### config.mk
export PLATFORM = sky130hd
export DESIGN_NAME = ring_seq_ctrl_flat
export DESIGN_NICKNAME = d
export VERILOG_FILES = /design/src/rtl/ring_seq_ctrl_if.sv /design/src/rtl/ring_seq_ctrl.sv /design/src/flat_wrapper.sv
export SDC_FILE = /design/constraint.sdc
export NUM_CORES = 1
export LEC_CHECK = 0
export BUFFER_PORTS_ARGS = -buffer_cell sky130_fd_sc_hd__buf_4
export CAP_MARGIN = 20
export CORE_ASPECT_RATIO = 0.6
export CORE_MARGIN = 4
export CORE_UTILIZATION = 35
export DETAILED_ROUTE_END_ITERATION = 10
export GPL_ROUTABILITY_DRIVEN = 0
export GPL_TIMING_DRIVEN = 0
export SYNTH_ARGS = -nofsm -noshare
export SYNTH_HDL_FRONTEND = slang
export SYNTH_SLANG_ARGS = --single-unit
### constraint.sdc
create_clock -name CLK -period 2.5 [get_ports CLK]
set_clock_uncertainty 0.05 [all_clocks]
set_input_delay 0.375 -clock CLK [delete_from_list [all_inputs] [get_ports CLK]]
set_output_delay 0.375 -clock CLK [all_outputs]
set_load 0.05 [all_outputs]
### src/rtl/ring_seq_ctrl_if.sv
// Control and status bundle between system logic (master) and the ring sequencer (slave).
interface ring_seq_ctrl_if #(
  parameter int unsigned N    = 4,
  parameter int unsigned LAPW = 8
);
  logic            START;
  logic            STOP;
  logic            STEP;
  logic [N-1:0]    SEED;
  logic [LAPW-1:0] LAPS;
  logic [N-1:0]    Q;
  logic            BUSY;
  logic            DONE;
  logic [LAPW-1:0] LAP_CNT;
  logic            ERR;

  modport master (
    output START, STOP, STEP, SEED, LAPS,
    input  Q, BUSY, DONE, LAP_CNT, ERR
  );

  modport slave (
    input  START, STOP, STEP, SEED, LAPS,
    output Q, BUSY, DONE, LAP_CNT, ERR
  );
endinterface

### src/rtl/ring_seq_ctrl.sv
// One-hot ring counter sequencer: seed load, lap-limited run, pause/single-step,
// lap counting and recovery from invalid or corrupted ring patterns.
module ring_seq_ctrl #(
  parameter int unsigned N    = 4,
  parameter int unsigned LAPW = 8
) (
  input logic             CLK,
  input logic             RST,
  ring_seq_ctrl_if.slave  bus
);

  typedef enum logic [1:0] {StIdle, StRun, StPause, StDone} state_e;
  typedef enum logic [2:0] {ActHold, ActLoad, ActAdv, ActFix, ActClear} action_e;

  localparam logic [N-1:0]    OneHot0 = {{(N-1){1'b0}}, 1'b1};
  localparam logic [LAPW-1:0] LapOne  = {{(LAPW-1){1'b0}}, 1'b1};

  function automatic logic is_onehot(input logic [N-1:0] v);
    return (v != '0) && ((v & (v - OneHot0)) == '0);
  endfunction

  state_e          state_q, state_d;
  action_e         act;
  logic [N-1:0]    q_q, q_d;
  logic [N-1:0]    seed_q, seed_d;
  logic [LAPW-1:0] laps_q, laps_d;
  logic [LAPW-1:0] lap_cnt_q, lap_cnt_d;
  logic            err_q, err_d;
  logic            busy_q, busy_d;
  logic            done_q, done_d;

  logic            seed_ok;
  logic [N-1:0]    seed_eff;
  logic [N-1:0]    rot;
  logic [LAPW-1:0] lap_inc;
  logic            lap_hit;
  logic            done_hit;
  logic            q_ok;

  assign seed_ok  = is_onehot(bus.SEED);
  assign seed_eff = seed_ok ? bus.SEED : OneHot0;
  assign rot      = {q_q[N-2:0], q_q[N-1]};
  assign lap_inc  = lap_cnt_q + LapOne;
  assign lap_hit  = (rot == seed_q);
  // A zero lap target never matches, so the ring runs forever and the count wraps.
  assign done_hit = lap_hit && (laps_q != '0) && (lap_inc == laps_q);
  assign q_ok     = is_onehot(q_q);

  always_ff @(posedge CLK) begin
    if (RST) begin
      state_q   <= StIdle;
      q_q       <= '0;
      seed_q    <= '0;
      laps_q    <= '0;
      lap_cnt_q <= '0;
      err_q     <= 1'b0;
      busy_q    <= 1'b0;
      done_q    <= 1'b0;
    end else begin
      state_q   <= state_d;
      q_q       <= q_d;
      seed_q    <= seed_d;
      laps_q    <= laps_d;
      lap_cnt_q <= lap_cnt_d;
      err_q     <= err_d;
      busy_q    <= busy_d;
      done_q    <= done_d;
    end
  end

  // Next state and the datapath action for this edge; STOP > START > STEP.
  always_comb begin
    state_d = state_q;
    act     = ActHold;
    unique case (state_q)
      StIdle: begin
        if (!bus.STOP && bus.START) begin
          act     = ActLoad;
          state_d = StRun;
        end
      end
      StRun: begin
        if (bus.STOP) begin
          state_d = StPause;
        end else if (!q_ok) begin
          act = ActFix;
        end else begin
          act = ActAdv;
          if (done_hit) state_d = StDone;
        end
      end
      StPause: begin
        if (bus.STOP) begin
          act     = ActClear;
          state_d = StIdle;
        end else if (!q_ok) begin
          act = ActFix;
        end else if (bus.START) begin
          state_d = StRun;
        end else if (bus.STEP) begin
          act = ActAdv;
          if (done_hit) state_d = StDone;
        end
      end
      StDone: begin
        if (bus.STOP) begin
          act     = ActClear;
          state_d = StIdle;
        end else if (bus.START) begin
          act     = ActLoad;
          state_d = StRun;
        end
      end
      default: state_d = StIdle;
    endcase
  end

  always_comb begin
    q_d       = q_q;
    seed_d    = seed_q;
    laps_d    = laps_q;
    lap_cnt_d = lap_cnt_q;
    err_d     = err_q;
    unique case (act)
      ActLoad: begin
        seed_d    = seed_eff;
        laps_d    = bus.LAPS;
        q_d       = seed_eff;
        lap_cnt_d = '0;
        err_d     = !seed_ok;
      end
      ActAdv: begin
        q_d = rot;
        if (lap_hit) lap_cnt_d = lap_inc;
      end
      ActFix: begin
        q_d   = seed_q;
        err_d = 1'b1;
      end
      ActClear: q_d = '0;
      default: ;
    endcase
    busy_d = (state_d == StRun) || (state_d == StPause);
    done_d = (state_d == StDone);
  end

  assign bus.Q       = q_q;
  assign bus.BUSY    = busy_q;
  assign bus.DONE    = done_q;
  assign bus.LAP_CNT = lap_cnt_q;
  assign bus.ERR     = err_q;

endmodule

### src/flat_wrapper.sv
// flat-port wrapper written by rule: the top's interface ports become plain ports
module ring_seq_ctrl_flat 
#(
  parameter int unsigned N    = 4,
  parameter int unsigned LAPW = 8
)
  (CLK, RST, bus_START, bus_STOP, bus_STEP, bus_SEED, bus_LAPS, bus_Q, bus_BUSY, bus_DONE, bus_LAP_CNT, bus_ERR);
  ring_seq_ctrl_if #(.N(N), .LAPW(LAPW)) bus_i ();
  input logic CLK;
  input logic RST;
  input wire logic [$bits(bus_i.START)-1:0] bus_START;
  input wire logic [$bits(bus_i.STOP)-1:0] bus_STOP;
  input wire logic [$bits(bus_i.STEP)-1:0] bus_STEP;
  input wire logic [$bits(bus_i.SEED)-1:0] bus_SEED;
  input wire logic [$bits(bus_i.LAPS)-1:0] bus_LAPS;
  output wire logic [$bits(bus_i.Q)-1:0] bus_Q;
  output wire logic [$bits(bus_i.BUSY)-1:0] bus_BUSY;
  output wire logic [$bits(bus_i.DONE)-1:0] bus_DONE;
  output wire logic [$bits(bus_i.LAP_CNT)-1:0] bus_LAP_CNT;
  output wire logic [$bits(bus_i.ERR)-1:0] bus_ERR;
  assign bus_i.START = bus_START;
  assign bus_i.STOP = bus_STOP;
  assign bus_i.STEP = bus_STEP;
  assign bus_i.SEED = bus_SEED;
  assign bus_i.LAPS = bus_LAPS;
  assign bus_Q = bus_i.Q;
  assign bus_BUSY = bus_i.BUSY;
  assign bus_DONE = bus_i.DONE;
  assign bus_LAP_CNT = bus_i.LAP_CNT;
  assign bus_ERR = bus_i.ERR;
  ring_seq_ctrl #(.N(N), .LAPW(LAPW)) u_core (.CLK(CLK), .RST(RST), .bus(bus_i));
endmodule
Word level (Yosys, flattened, before mapping) --
Cells that the tools add are included.
Storage, ports and cells: register bits 29, output and inout bits 15, bits of input ports 17, word-level logic and storage cells 70
Cells by class: equality and inequality tests 13, muxes and demuxes 26, bitwise gates (word level) 2, reductions and logical operators 18, add/subtract/negate cells 3
Operators with widths (number):
- 2-bit two-way mux | 11
- 4-bit one-hot mux with 4 select lines | 1
- 8-bit one-hot mux with 2 select lines | 1
- 3-bit two-way mux | 5
- 3-bit one-hot mux with 4 select lines | 1
- 4-bit nonzero test | 3
- 8-bit by 1-bit adder with 8-bit output, second input constant | 1
- 4-bit AND | 2
- 2-bit equality test, second input constant | 4
- 8-bit equality test | 1
- 4-bit zero test | 2
- 8-bit two-way mux | 1
- 2-bit one-hot mux with 4 select lines | 1
- 8-bit nonzero test | 1
- 4-bit by 1-bit subtractor with 4-bit output, second input constant | 2
- 3-bit by 2-bit equality test with 1-bit output, second input constant | 2
- 1-bit logical AND | 5
- 2-bit by 1-bit equality test with 1-bit output, second input constant | 2
- 4-bit equality test | 1
- 4-bit two-way mux | 1
- 2-bit nonzero test | 2
- 3-bit by 1-bit equality test with 1-bit output, second input constant | 1
- 3-bit equality test, second input constant | 1
- 1-bit two-way mux | 3
- other kinds (6) | 7

Longest topological paths before layout --
Gate-level depths: netlist of run 1.
depth after elaboration 11, depth in mapped cells 8

Least setup slack after synthesis of run 1 --
OpenSTA, ideal clock, no wires.
path type register to register, start point reg u_core.q_q[0], in the netlist u_core.bus.Q[0], end point reg u_core.busy_q, in the netlist u_core.bus.BUSY, clock period less this slack 2510 ps, stages on the path, launching flop included 9, buffers on the path 1, library setup time 126 ps, data arrival time 2334 ps, setup slack -10 ps, path through dfxtp_1 > or4b_1 > o311ai_2 > buf_2 > and4b_1 > nand4_1 > nand2_1 > ha_1 > nor2b_1
On the way: cells in the longest elaborated chain, start to end 11
RTL lines:
- from (decl) | line ring_seq_ctrl.sv:24 | logic [N-1:0] q_q, q_d;
- from (signal assigned) | line ring_seq_ctrl.sv:61 | q_q <= q_d;
- branches (longest 8 deep; another with 4-bit by 1-bit subtractor with 4-bit output)
- 2-bit one-hot mux with 4 select lines (*) | line ring_seq_ctrl.sv:75 | unique case (state_q)
- via u_core.state_d[1] | line ring_seq_ctrl.sv:22 | state_e state_q, state_d;
- 2-bit by 1-bit equality test with 1-bit output or 2-bit equality test (tied branches) | line ring_seq_ctrl.sv:143 | busy_d = (state_d == StRun) || (state_d == StPause);
- 1-bit logical OR (*) | line ring_seq_ctrl.sv:143
- via u_core.busy_d | line ring_seq_ctrl.sv:29 | logic busy_q, busy_d;
- to (signal assigned) | line ring_seq_ctrl.sv:66 | busy_q <= busy_d;
- to (decl) | line ring_seq_ctrl.sv:29
Mark *: on every way through the listed nets, which the timed path passes. A chain may end at the register's enable or synchronous reset.

Worst setup path in the final report of run 1 --
start point reg u_core.q_q[1], in the netlist u_core.bus.Q[1], end point reg u_core.busy_q, in the netlist u_core.bus.BUSY
The elaborated chain is that of the path after synthesis.

==> impl_metrics.tcl, run 1 <==
set metrics [dict create \
    crit_path_cell_trace "or4b_1, o311ai_4, buf_4, and4b_1, nand4_1, nand2_1, ha_1, nor2b_1" \
    dp_hpwl_microns 3750 \
    rsz0062_at_grt "no" \
    synth_area_leaders "dfxtp_1, a21oi_1, nand2_1" \
    numCtsBuffers 5 \
    nets 277 \
    critPathTopFamily "simple AND/OR/NAND/NOR gates" \
    top_usage_layer "met1" \
    drcViolationCount 0 \
    tritoncts "done" \
    utilization 0.471 \
    finalCritPeriodShare 0.955 \
    die_height_microns 63.2 \
    fillers 468 \
    fin_cells 322 \
    grt_pass1_vias 1604 \
    grt.met2_usage 0.199 \
    synthFlopType "dfxtp_1" \
    use_met3 0.0562 \
    ys_warn_count 0 \
    grt_overflow 0 \
    cp-start-kind "flip-flop" \
    first_iter_violations 90 \
    dieArea_sq_um 6330 \
    slowest_delay_ns 0.58 \
    core-area_sq_um 4730 \
    end_kind "flip-flop" \
    clock-sinks 29 \
    required_ns 2.61 \
    arrival_ns 2.49 \
    wl_per_cell_microns 15.4 \
    cts_root_buf "clkbuf_8" \
    track_usage 0.160 \
    syn_to_final_growth_pct 25.3 \
    ant_nets 0 \
    dp_cells 314 \
    hp-class "primary input to flip-flop" \
    fmax_mhz 419 \
    wl_microns 4970 \
    finalHoldViolCount 0 \
    synthCells 222 \
    synth.distinct_cells 48 \
    syn-cell-area_sq_um 1780 \
    path_clk_slew_ns 0.07 \
    grt_max_degree 11 \
    synth.largest_area_cell "dfxtp_1" \
    power.density_nw_per_um2 570 \
    crit_fanout 10 \
    maxSlewViolCount 0 \
    io_pins 32 \
    setup_viol 0 \
    die-width_microns 100 \
    drt-vias-per-instance 5.50 \
    final_cell_mix "buf_4, nand2_1, dfxtp_1, a21oi_1, nor2_1" \
    power.leakage_uw 0.000836 \
    antenna_found_initial 0 \
    layout_min_cycle_time_ns 2.39 \
    vdd_drop_max_mv 0.272 \
    slowest_stage "or4b_1" \
    clockBufferDepth 2 \
    ys_async_sr_fraction 0 \
    grt_pass1_wl_microns 8070 \
    vias 1770 \
    use_met1 0.258 \
    clk_latency_ns 0.29 \
    htreeDepth 2 \
    portBuffers 29 \
    row_count 19 \
    synth_top_area_frac 0.326 \
    yosysSeqAreaShare 0.326 \
    drive_gt1_frac 0.197 \
    ys_seq_elements 29 \
    final_common_cell "buf_4" \
    synth-edff-count 0 \
    slew_headroom 0.618 \
    syn_nets 241 \
    num_antenna_cells 0 \
    cts_setup_buffers 0 \
    start_util 0.376 \
    tightestPinTransition_ns 0.565 \
    critPathKind "flip-flop to flip-flop" \
    outcome "completed" \
    dr.pass1.iters 4 \
    syn-mean-instance-area_sq_um 8.01 \
    cap_violations 0 \
    path_buf_inv 1 \
]
-- where the power goes --
group	internal [uW]	switching [uW]
clock network	324	207
logic	93.9	145
registers	480	20.6
-- metal layers --
layer	vias to the layer above	wire (microns)
li1	891	-
met4	0	36
met2	56	1830
met3	4	317
met5	-	0
met1	819	2780
-- final timing paths --
kind | startpoint | endpoint | slack [ns] | cells after the start
worst max-delay path | u_core.bus.Q[1] | u_core.bus.BUSY | 0.11 | 8
worst min register to register | u_core.seed_q[2] | u_core.seed_q[2] | 0.43 | 2
worst min-delay path | bus_LAPS[6] | u_core.laps_q[6] | 0.28 | 3
worst max register to register | u_core.bus.Q[1] | u_core.bus.BUSY | 0.11 | 8
-- synth_stat cells (all sizes together), types with 4 or more instances --
cell	number
nor2	13
o21ai	8
nand4	5
or3	5
dfxtp	29
xor2	8
a21oi	23
clkbuf	13
nand4b	4
nand2	28
nor2b	4
or4b	4
nand2b	5
a31oi	5
xnor2	10
nand3	5
-- what timing repair did --
item,4_1_cts,5_1_grt
hold endpoints to repair,0,0
hold buffers,0,0
resized for setup,1,8
setup endpoints to repair,1,2
-- worst reg2reg max path, stage by stage (launching register included) --
cell and delay [ns]:
dfxtp_1 0.39, or4b_1 0.58, o311ai_4 0.15, buf_4 0.24, and4b_1 0.25, nand4_1 0.14
nand2_1 0.11, ha_1 0.22, nor2b_1 0.13
-- stage by stage --
step           TNS [ns]  power [uW]  instance area [sq um]  setup WS (ns)  hold WS (ns)
4_1_cts               0        1260                   2210         0.0131         0.275
3_3_place_gp    -0.0214         732                   2080        -0.0214         0.422
6_report              0        1270                   2230          0.113         0.276
2_1_floorplan         0         658                   1780        0.00224         0.407
3_5_place_dp   -0.00609         733                   2080       -0.00609         0.423
5_1_grt               0        1320                   2230         0.0192         0.275
-- state kept, by name, summed over array words and instances (netlist names) --
name	flops
u_core.laps_q	8
u_core.seed_q	4
u_core.bus.BUSY	1
u_core.bus.ERR	1
u_core.state_q	2
u_core.bus.LAP_CNT	8
u_core.bus.DONE	1
u_core.bus.Q	4
-- area by class of cell --
cell class | count | area [sq um] | share of cell area
multi-input combinational | 174 | 1150 | 0.516
timing repair buffer | 29 | 218 | 0.0976
buffer | 16 | 67.6 | 0.0303
inverter | 3 | 11.3 | 0.00505
clock buffer | 6 | 82.6 | 0.0370
tap | 63 | 78.8 | 0.0354
clock inverter | 2 | 37.5 | 0.0168
sequential | 29 | 583 | 0.262
-- cells by family (layout without fill, tap and decap cells) --
| group | count (synthesis) | count (layout) | share of synthesized area |
|---|---|---|---|
| AOI/OAI and AO/OA | 56 | 56 | 0.200 |
| xor gates and xnor gates | 18 | 18 | 0.0886 |
| adders and majority gates | 2 | 2 | 0.0141 |
| buffers and inverters | 19 | 56 | 0.0422 |
| DFF | 29 | 29 | 0.326 |
| muxes | 5 | 5 | 0.0295 |
| and+or+nand+nor | 93 | 93 | 0.299 |
No activity file was read; power rests on OpenSTA's default activity.
==> inputs of run 2 (changes only) <==
==> constraint.sdc (replaced) <==
create_clock -name CLK -period 2.42 [get_ports CLK]
set_clock_uncertainty 0.05 [all_clocks]
set_input_delay 0.363 -clock CLK [delete_from_list [all_inputs] [get_ports CLK]]
set_output_delay 0.363 -clock CLK [all_outputs]
set_load 0.05 [all_outputs]
==> run 2 against run 1 <==
Against the previous run: clock power down 27%; non-clock buffer count decreased by 2; register-to-register slack got worse by 0.03 ns; first-iteration DRC count shrank 16%; final cell count is 0.62% lower; sequential share of layout area rose by 0.59 points; die area unchanged; global-route usage is essentially flat; total power shrank 9.0%; critical path depth unchanged; via count decreased by 1.2%; critical path type unchanged; critical endpoint unchanged; largest power group is now sequential cells; highest routed layer unchanged.
==> impl_metrics.tcl, run 2 (synthesis gave the netlist of run 1 again) <==
set metrics [dict create \
    outcome "completed" \
    rsz0062_at_grt "no" \
    ant_nets 0 \
    finalCritPeriodShare 0.964 \
    nets 275 \
    core-area_sq_um 4730 \
    hold_buffers 0 \
    utilization 0.463 \
    vdd_drop_max_mv 0.233 \
    clockBufferDepth 2 \
    grt_pass1_vias 1620 \
    wl_met2_microns 1950 \
    slowest_delay_ns 0.58 \
    grt_overflow 0 \
    antenna_found_initial 0 \
    start_util 0.376 \
    io_pins 32 \
    wl_microns 4870 \
    holdWs_ns 0.274 \
    wl_met1_microns 2530 \
    slowest_stage "or4b_1" \
    drcViolationCount 0 \
    crit_path_cell_trace "or4b_1, o311ai_4, buf_6, and4b_1, nand4_1, nand2_1, ha_1, nor2b_1" \
    track_usage 0.160 \
    cap_violations 0 \
    clk_latency_ns 0.29 \
    wl_per_cell_microns 15.2 \
    dieArea_sq_um 6330 \
    portBuffers 29 \
    layout_min_cycle_time_ns 2.33 \
    tightestPinTransition_ns 0.630 \
    clock-sinks 29 \
    wl_met3_microns 348 \
    cp-start-kind "flip-flop" \
    first_iter_violations 76 \
    crit_fanout 10 \
    num_antenna_cells 0 \
    fmax_mhz 429 \
    grt_max_degree 12 \
    finalHoldViolCount 0 \
    arrival_ns 2.44 \
    final_common_cell "buf_4" \
    numCtsBuffers 5 \
    required_ns 2.53 \
    cts_setup_buffers 0 \
    top_layer "met4" \
    cts_root_buf "clkbuf_8" \
    die-width_microns 100 \
    path_clk_slew_ns 0.07 \
    vias 1748 \
    syn_to_final_growth_pct 23.1 \
    maxSlewViolCount 0 \
    end_kind "flip-flop" \
    slew_headroom 0.574 \
    hp-class "primary input to flip-flop" \
    grt_pass1_wl_microns 8160 \
    final_cell_mix "buf_4, nand2_1, dfxtp_1, a21oi_1, nor2_1" \
    critPathKind "flip-flop to flip-flop" \
    tritoncts "done" \
    dp_hpwl_microns 3620 \
    die_height_microns 63.2 \
    power.density_nw_per_um2 528 \
    dr.pass1.iters 4 \
    power.leakage_uw 0.000819 \
    drive_gt1_frac 0.198 \
    drt-vias-per-instance 5.46 \
    row_count 19 \
    setup_viol 0 \
    htreeDepth 2 \
]
[run 2: changes by cell type in the layout (fill, tap and decap cells not counted), sizes merged]
cell      before  now
clkbuf        19   17
clkinv         0    2
bufinv         1    0
clkinvlp       1    0
[run 2: cell type report]
cell class / instances / area [sq um]
Clock inverter: 2 / 10.0
Tap cell: 63 / 78.8
Sequential cell: 29 / 586
Multi-Input combinational cell: 174 / 1150
Timing Repair Buffer: 29 / 218
Clock buffer: 6 / 72.6
Fill cell: 477 / 2540
Inverter: 3 / 11.3
Buffer: 14 / 62.6
[run 2: final timing paths]
path	slack [ns]	from	cells past startpoint	end
setup / recovery	0.09	u_core.bus.Q[1]	8	u_core.bus.BUSY
hold / removal	0.27	bus_LAPS[2]	3	u_core.laps_q[2]
setup reg to reg	0.09	u_core.bus.Q[1]	8	u_core.bus.BUSY
hold reg to reg	0.44	u_core.laps_q[5]	2	u_core.laps_q[5]
[run 2: through the flow]
step	std cells	setup TNS, ns	setup WS [ns]	cell area [sq um]	total power (uW)
5_1_grt	320	0	0.00222	2190	1210
4_1_cts	321	0	0.0207	2180	1150
3_5_place_dp	314	-0.105	-0.105	2080	758
6_report	320	0	0.0863	2190	1160
3_3_place_gp	314	-0.0808	-0.0808	2080	757
2_1_floorplan	222	0	0.0136	1780	680
[run 2: layer usage]
layer	track usage	vias up
met5	0	-
met4	0.0353	0
met3	0.0474	7
met2	0.215	39
met1	0.245	818
li1	-	884
[run 2: where the power goes]
part | total [uW] | leakage, uW | switching, uW | internal [uW]
clock network | 387 | 0.0000450 | 188 | 199
logic | 251 | 0.000537 | 150 | 100
registers | 518 | 0.000238 | 21.8 | 496
[run 2: what timing repair did]
item	CTS	global route
gates resized for setup	3	3
setup endpoints to repair	2	1
pin swaps	0	1
[run 2: critical path, delay by kind of cell (launching register included)]
family | cells | cell delay (ns)
AO/OA/AOI/OAI | 1 | 0.16
adder cells (fa/ha/maj) | 1 | 0.22
buffers and inverters | 1 | 0.20
flip-flops | 1 | 0.39
AND/OR/NAND/NOR | 5 | 1.17
==> inputs of run 3 (changes only) <==
--- a/config.mk
+++ b/config.mk
@@ -5,6 +5,7 @@
 export SDC_FILE = /design/constraint.sdc
 export NUM_CORES = 1
 export LEC_CHECK = 0
+export ABC_AREA = 1
 export BUFFER_PORTS_ARGS = -buffer_cell sky130_fd_sc_hd__buf_4
 export CAP_MARGIN = 20
 export CORE_ASPECT_RATIO = 0.6
==> run 3 against run 2 <==
Against the previous run: critical path depth grew 9; clock power grew 5%; final cell count grew 20%; first-iteration DRC count grew 33%; critical path type unchanged; sequential share of layout area shrank 0.95 points.
==> impl_metrics.tcl, run 3 <==
set metrics [dict create \
    outcome "completed" \
    setup_viol 0 \
    drcViolationCount 0 \
    critPathTopFamily "simple AND/OR/NAND/NOR gates" \
    dp_cells 375 \
    syn-mean-instance-area_sq_um 6.59 \
    final_cell_mix "nand2_1, nand3_1, buf_4, inv_1, dfxtp_1" \
    synth-edff-count 0 \
    fin_cells 383 \
    crit_path_frequent_cell "nand2_1" \
    fmax_mhz 464 \
    synth_area_leaders "dfxtp_1, nand2_1, nand3_1" \
    clockBufferDepth 2 \
    setup_tns_ns 0 \
    clk_latency_ns 0.29 \
    min_from "bus_LAPS[5]" \
    sequentialPowerShare 0.405 \
    rrSetupSlack_ns 0.26 \
    power.internal_uw 850 \
    num_antenna_cells 0 \
    tritoncts "done" \
    vdd_drop_max_mv 0.317 \
    syn_to_final_growth_pct 23.0 \
    drt-vias-per-instance 4.98 \
    die-width_microns 102 \
    io_pins 32 \
    track_usage 0.162 \
    yosysSeqAreaShare 0.316 \
    vias 1908 \
    critPathKind "flip-flop to flip-flop" \
    cts_setup_buffers 0 \
    slowest_delay_ns 0.42 \
    crit_fanout 6 \
    end_kind "flip-flop" \
    finalPower_uw 1350 \
    required_ns 2.53 \
    dr.pass1.iters 4 \
    syn_nets 298 \
    reg2reg_from "u_core.bus.LAP_CNT[0]" \
    finalHoldViolCount 0 \
    core-area_sq_um 5080 \
    synthFlopType "dfxtp_1" \
    cts_root_buf "clkbuf_8" \
    hp-class "primary input to flip-flop" \
    grt_pass1_wl_microns 8170 \
    dieArea_sq_um 6510 \
    synth.most_common_cell "nand2_1" \
    syn-cell-area_sq_um 1840 \
    antenna_found_initial 0 \
    slowest_stage "dfxtp_2" \
    portBuffers 30 \
    nets 335 \
    ys_warn_count 0 \
    power.density_nw_per_um2 597 \
    place_ws_ns 0.117 \
    maxSlewViolCount 0 \
    cts_resized 0 \
    wl_per_cell_microns 12.8 \
    dp_hpwl_microns 3780 \
    ys_async_sr_fraction 0 \
    finalCritPeriodShare 0.891 \
    hold_buffers 0 \
    synth.largest_area_cell "dfxtp_1" \
    htreeDepth 2 \
    hold_path_end "u_core.laps_q[5]" \
    clock-sinks 29 \
    synth_common_cells "nand2_1, nand3_1, dfxtp_1, inv_1, nor2_1" \
    drive_gt1_frac 0.233 \
    first_iter_violations 101 \
    ys_seq_elements 29 \
    layout_min_cycle_time_ns 2.16 \
    path_depth 17 \
    wl_microns 4900 \
    tightestPinTransition_ns 0.531 \
    setup_ws_ns 0.263 \
    synth_top_area_frac 0.316 \
    grt_overflow 0 \
    path_clk_slew_ns 0.07 \
    arrival_ns 2.27 \
    grt_max_degree 11 \
    synthCells 279 \
    start_util 0.362 \
    p_sw_uw 498 \
    cap_violations 0 \
    ant_nets 0 \
    r2r_end "u_core.bus.BUSY" \
    fillers 533 \
    power.leakage_uw 0.00101 \
    crit_path_cell_trace "inv_1, nor2_2, nand2_1, nand2_1, nand2_1, nand2_1, nand3_1, nor2_2, nand3_1, nand2_1, nand2_1, nand2_1, nand2_1, nand2_1, ha_1, inv_1, nor2_1" \
    swShare 0.370 \
    combinationalPowerShare 0.294 \
    die_height_microns 64.1 \
    grt_pass1_vias 1723 \
    holdWs_ns 0.278 \
    reg2regPathDepth 17 \
    synth.distinct_cells 32 \
    row_count 20 \
    rsz0062_at_grt "no" \
    hold_depth 3 \
    path_buf_inv 2 \
    final_common_cell "nand2_1" \
    numCtsBuffers 5 \
    power_frac_clock 0.301 \
    cp-start-kind "flip-flop" \
    slew_headroom 0.646 \
]
## run 3: changes by cell type after synthesis, moves of 6 or more
cell and change:
nand3_1 +34, nor2_1 +14, xor2_1 -8, clkbuf_1 -11
nand2_1 +40, o21ai_0 +7, xnor2_1 -6, inv_1 +26
## run 3: cells by family (layout without fill, tap and decap cells)
group / after synthesis / after routing / synth area share
buf+inv: 41 / 79 / 0.0980
simple gates: 158 / 158 / 0.407
fa+ha+maj: 2 / 2 / 0.0136
compound gates: 45 / 45 / 0.146
xor+xnor: 4 / 4 / 0.0191
flops: 29 / 29 / 0.316
## run 3: final cells by class
class	instances	area [sq um]	area share
Timing Repair Buffer	30	225	0.0996
Multi-Input combinational cell	209	1110	0.490
Clock buffer	6	72.6	0.0321
Tap cell	66	82.6	0.0365
Clock inverter	2	10.0	0.00443
Inverter	34	130	0.0576
Sequential cell	29	583	0.258
Buffer	7	50.0	0.0221
## run 3: routing by layer
| metal | share of wire | routed length [microns] | track usage | up-vias |
|---|---|---|---|---|
| met5 | 0 | 0 | 0 | - |
| met4 | 0.014 | 70 | 0.0514 | 0 |
| met3 | 0.086 | 420 | 0.0403 | 8 |
| met2 | 0.37 | 1800 | 0.204 | 61 |
| met1 | 0.53 | 2610 | 0.257 | 851 |
| li1 | - | - | - | 988 |
## run 3: worst max path at each step
| stage | to | slack, ns | from |
|---|---|---|---|
| 2_1_floorplan | u_core.bus.BUSY | 0.14 | u_core.bus.LAP_CNT[2] |
| 3_3_place_gp | u_core.bus.BUSY | 0.15 | u_core.bus.LAP_CNT[0] |
| 3_5_place_dp | u_core.bus.BUSY | 0.12 | u_core.bus.LAP_CNT[0] |
| 4_1_cts | u_core.bus.BUSY | 0.09 | u_core.bus.LAP_CNT[0] |
| 5_1_grt | u_core.bus.BUSY | 0.01 | u_core.bus.LAP_CNT[0] |
| 6_report | u_core.bus.BUSY | 0.26 | u_core.bus.LAP_CNT[0] |
## run 3: power groups by stage
stage,Combinational (uW),Clock [uW],Sequential [uW]
6_report,397,405,546
5_1_grt,436,426,552
4_1_cts,388,412,546
3_5_place_dp,387,0,557
3_3_place_gp,385,0,556
2_1_floorplan,243,0,592
## run 3: stage by stage
| step | area [sq um] | utilization |
|---|---|---|
| 3_5_place_dp | 2150 | 0.423 |
| 4_1_cts | 2230 | 0.439 |
| 6_report | 2260 | 0.445 |
| 3_3_place_gp | 2150 | 0.423 |
| 2_1_floorplan | 1840 | - |
| 5_1_grt | 2260 | 0.445 |
## run 3: worst register-to-register path, delay by kind of cell (launching register included)
kind          cells  cell delay [ns]
buf+inv           2             0.18
fa+ha+maj         1             0.22
flops             1             0.42
simple gates     14             1.18
